<file path="src/rtl/sync_fifo_param.sv">
// Parametrised single-clock FIFO with occupancy count, almost flags, flush and sticky error flags.
// Read data appears 1 cycle after read_en; writes are refused when full (overflow) and reads when empty (underflow).
module sync_fifo_param #(
   parameter int DATA_WIDTH = 8,
   parameter int ADDR_WIDTH = 4,
   parameter int AF_THRESH  = 14,
   parameter int AE_THRESH  = 2
) (
   input  logic                  clk,
   input  logic                  reset,
   input  logic                  flush,
   input  logic                  write_en,
   input  logic [DATA_WIDTH-1:0] data_in,
   input  logic                  read_en,
   output logic [DATA_WIDTH-1:0] data_out,
   output logic                  data_valid,
   output logic                  full,
   output logic                  empty,
   output logic                  almost_full,
   output logic                  almost_empty,
   output logic [ADDR_WIDTH:0]   count,
   output logic                  overflow,
   output logic                  underflow
);

   localparam int DEPTH = 1 << ADDR_WIDTH;
   localparam logic [ADDR_WIDTH:0] DEPTH_C = DEPTH[ADDR_WIDTH:0];
   localparam logic [ADDR_WIDTH:0] AF_C    = AF_THRESH[ADDR_WIDTH:0];
   localparam logic [ADDR_WIDTH:0] AE_C    = AE_THRESH[ADDR_WIDTH:0];

   logic [DATA_WIDTH-1:0] mem [DEPTH];
   logic [ADDR_WIDTH-1:0] wr_ptr;
   logic [ADDR_WIDTH-1:0] rd_ptr;
   logic [ADDR_WIDTH:0]   count_nxt;
   logic                  wr_acc;
   logic                  rd_acc;

   assign wr_acc = write_en && !full;
   assign rd_acc = read_en && !empty;

   always_comb begin
      count_nxt = count;
      if (wr_acc && !rd_acc)
         count_nxt = count + 1'b1;
      else if (rd_acc && !wr_acc)
         count_nxt = count - 1'b1;
   end

   // Storage is never cleared; only the pointers and count define what is valid.
   always_ff @(posedge clk) begin
      if (!reset && !flush && wr_acc)
         mem[wr_ptr] <= data_in;
   end

   always_ff @(posedge clk) begin
      if (reset || flush) begin
         wr_ptr       <= '0;
         rd_ptr       <= '0;
         count        <= '0;
         full         <= 1'b0;
         empty        <= 1'b1;
         almost_full  <= 1'b0;
         almost_empty <= 1'b1;
         data_valid   <= 1'b0;
         overflow     <= 1'b0;
         underflow    <= 1'b0;
         if (reset)
            data_out <= '0;
      end else begin
         if (wr_acc)
            wr_ptr <= wr_ptr + 1'b1;
         if (rd_acc) begin
            data_out <= mem[rd_ptr];
            rd_ptr   <= rd_ptr + 1'b1;
         end
         data_valid   <= rd_acc;
         count        <= count_nxt;
         // Flags follow the next count so they always agree with count.
         full         <= (count_nxt == DEPTH_C);
         empty        <= (count_nxt == '0);
         almost_full  <= (count_nxt >= AF_C);
         almost_empty <= (count_nxt <= AE_C);
         overflow     <= overflow  || (write_en && full);
         underflow    <= underflow || (read_en && empty);
      end
   end

endmodule

</file>
<file path="config.mk">
export PLATFORM = sky130hd
export DESIGN_NAME = sync_fifo_param
export DESIGN_NICKNAME = d
export VERILOG_FILES = /design/src/rtl/sync_fifo_param.sv
export SDC_FILE = /design/constraint.sdc
export NUM_CORES = 1
export LEC_CHECK = 0
export ABC_CLOCK_PERIOD_IN_PS = 3400
export BUFFER_PORTS_ARGS = -buffer_cell sky130_fd_sc_hd__buf_2
export CELL_PAD_IN_SITES_DETAIL_PLACEMENT = 1
export CELL_PAD_IN_SITES_GLOBAL_PLACEMENT = 1
export CORE_MARGIN = 3
export CORE_UTILIZATION = 50
export DETAILED_ROUTE_END_ITERATION = 16
export PLACE_DENSITY_LB_ADDON = 0.1
export SETUP_SLACK_MARGIN = 0.3
export SLEW_MARGIN = 20
export SYNTH_ARGS = -nofsm -noshare
export SYNTH_HDL_FRONTEND = slang
export SYNTH_SLANG_ARGS = --single-unit
</file>
<file path="constraint.sdc">
create_clock -name clk -period 3.4 [get_ports clk]
set_input_delay 0.51 -clock clk [delete_from_list [all_inputs] [get_ports clk]]
set_output_delay 0.51 -clock clk [all_outputs]
set_load 0.01 [all_outputs]
</file>
==> impl_metrics.tcl <==
set metrics [dict create \
    critical_path_buf_inv_count 0 \
    fin_total_pwr_uw 4430 \
    relSlewSlack 0.350 \
    mostFrequentLayoutCell "edfxtp_1" \
    fin_tns_setup_ps 0 \
    final_antenna_net_count 0 \
    drive_gt1_frac 0.278 \
    grt_util_all_layers 0.210 \
    hold_violations 0 \
    run_status "finished clean" \
    pre_cts_slack_ps 785 \
    syn-num-nets 369 \
    synth_area_um2 6310 \
    start_kind "register" \
    critPathCaptureType "register" \
    clk_latency_ps 420 \
    synth.mux.area_fraction 0.118 \
    fmax_mhz 433 \
    power_density_nw_per_um2 604 \
    finalInstanceArea_um2 7330 \
    slowest_delay_ps 720 \
    cpLargestDelayFamily "simple AND/OR/NAND/NOR gates" \
    synth.distinct_cells 45 \
    synth.avg_cell_area_um2 18.1 \
    synth-simple-area-share 0.0682 \
    final.min_clock_period_ps 2310 \
    area_delta_synth_final_pct 16.1 \
    vias 3312 \
    hold_class "in -> reg" \
    rows 40 \
    die_w_um 118 \
    yosys_warnings 0 \
    rsz0062_at_grt "false" \
    post_cts_resized 0 \
    initialDrtViolationCount 392 \
    n_antenna_cell 0 \
    dr.pass1.iters 5 \
    nets 410 \
    critPathSlowestCell "nor4_1" \
    grt_max_degree 30 \
    peakVddDrop_mv 0.400 \
    post_cts_buffers 0 \
    clock_sinks 160 \
    finalCritPeriodShare 0.679 \
    gp_congestion 0.842 \
    tightest_slew_ps 971 \
    crit_fanout 11 \
    dpl_cell_area_um2 6650 \
    clock_skew_ps 5.39 \
    synth_top_family_by_area "multiplexers" \
    start_util 0.519 \
    first_global_vias 3580 \
    synth_largest_area_cell "edfxtp_1" \
    worstPathCellList "nand2b_1 -> nor4_1 -> and2_1" \
    synth_cells 349 \
    setup_viol 0 \
    ctsRootBufferMaster "clkbuf_16" \
    finalMaxSlewViolations 0 \
    cp.arrival_ps 2380 \
    numCtsBuffers 17 \
    synth_compound_area_frac 0.0428 \
    ys_ff_latch 160 \
    synth.yosys.seq_area_share 0.724 \
    yosys.area_share.adder 0.0173 \
    ctsHoldBuffers 0 \
    vias_per_cell 5.80 \
    critPathKind "reg -> reg" \
    maxCapViolCount 0 \
    die_h_um 118 \
    detail_route.wl_per_cell_um 24.0 \
    ios 33 \
    drcViolationCount 0 \
    port_buffers 32 \
    htreeDepth 4 \
    grt_pass1_wl_um 21400 \
    synth.top_cell.area_share 0.647 \
    setup_ws_ps 1090 \
    cts_tree "done" \
    post-dp-hpwl_um 8970 \
    synth.area.top_cells "edfxtp_1, mux4_2, dfxtp_1, a22oi_1, ha_1" \
    overflow 0 \
    p_leak_uw 0.00243 \
    final_cell_mix "edfxtp_1, mux4_2, buf_2" \
    clock_tree.buffer_depth 2 \
    path_clk_slew_ps 60 \
    die_area_um2 14000 \
    synthXorXnorAreaFrac 0.0111 \
    required_ps 3470 \
    antenna_found_initial 0 \
    routed_wl_um 13700 \
    n_fill_cell 1096 \
    core_area_um2 12200 \
]
-- kinds of logic (layout without fill, tap and decap cells) --
kind of cell	after synthesis	after routing
simple gates	75	75
mux	33	33
fa+ha+maj	9	9
compound gates	38	38
buf+inv	26	80
flops	160	160
xor+xnor	8	8
-- layout make-up --
class,instances,area [µm²],share of cell area
multi-input cells,163,1620,0.222
clock inverters,10,208,0.0284
clock buffers,22,464,0.0634
inverters,10,37.5,0.00512
well taps,168,210,0.0287
flip-flops and latches,160,4570,0.623
repair buffers,38,218,0.0297
-- power by group --
group | switching [µW] | internal [µW] | total, µW
logic | 90.6 | 48.8 | 139
registers | 10.7 | 2140 | 2150
clock network | 720 | 1410 | 2130
total | 821 | 3610 | 4430
-- synthesized netlist by cell type (all sizes together) --
master  instances
a211oi          3
a21bo           1
a21o            1
a21oi          12
a22oi          16
and2            9
and2b           1
and3            1
and4            3
buf            10
clkbuf          6
dfxtp          24
edfxtp        136
ha              7
inv            10
maj3            2
mux2i           1
mux4           32
nand2           7
nand2b          3
nand3           3
nand4           3
nor2           22
nor2b           3
nor3           13
nor3b           1
nor4            4
o21a            2
o21ai           2
o31ai           1
or2             2
xnor2           5
xor2            3
-- per-stage QoR --
stage	std cells	util	hold slack, ps
after floorplan	349	-	468
final	571	0.602	356
after CTS	571	0.602	346
after detailed placement	539	0.547	455
after global placement	539	0.547	461
after global routing	571	0.602	362
-- state kept, by name, summed over array words and instances (netlist names), named ones only --
register      cells
mem             128
data_out          8
count             5
rd_ptr            4
wr_ptr            4
almost_empty      1
almost_full       1
data_valid        1
empty             1
full              1
overflow          1
underflow         1
-- routing by layer --
| metal | track usage | vias to the layer above | wire [µm] |
|---|---|---|---|
| met4 | 0.0916 | 0 | 300 |
| met2 | 0.324 | 119 | 6680 |
| li1 | - | 1467 | - |
| met3 | 0.0493 | 25 | 754 |
| met5 | 0 | - | 0 |
| met1 | 0.287 | 1701 | 5980 |
-- worst reg2reg max path, cell delays in order, from the launching register on --
cell and delay (ps):
dfxtp_1 350, nand2b_1 380, nor4_1 720, and2_1 500
-- final timing paths --
check	startpoint	to	slack, ps	depth (start not counted)
max	full	mem[10][3]	1090	3
min	write_en	overflow	360	3
max reg2reg	full	mem[10][3]	1090	3
min reg2reg	overflow	overflow	460	2
Power figures use the tool's default switching activity.
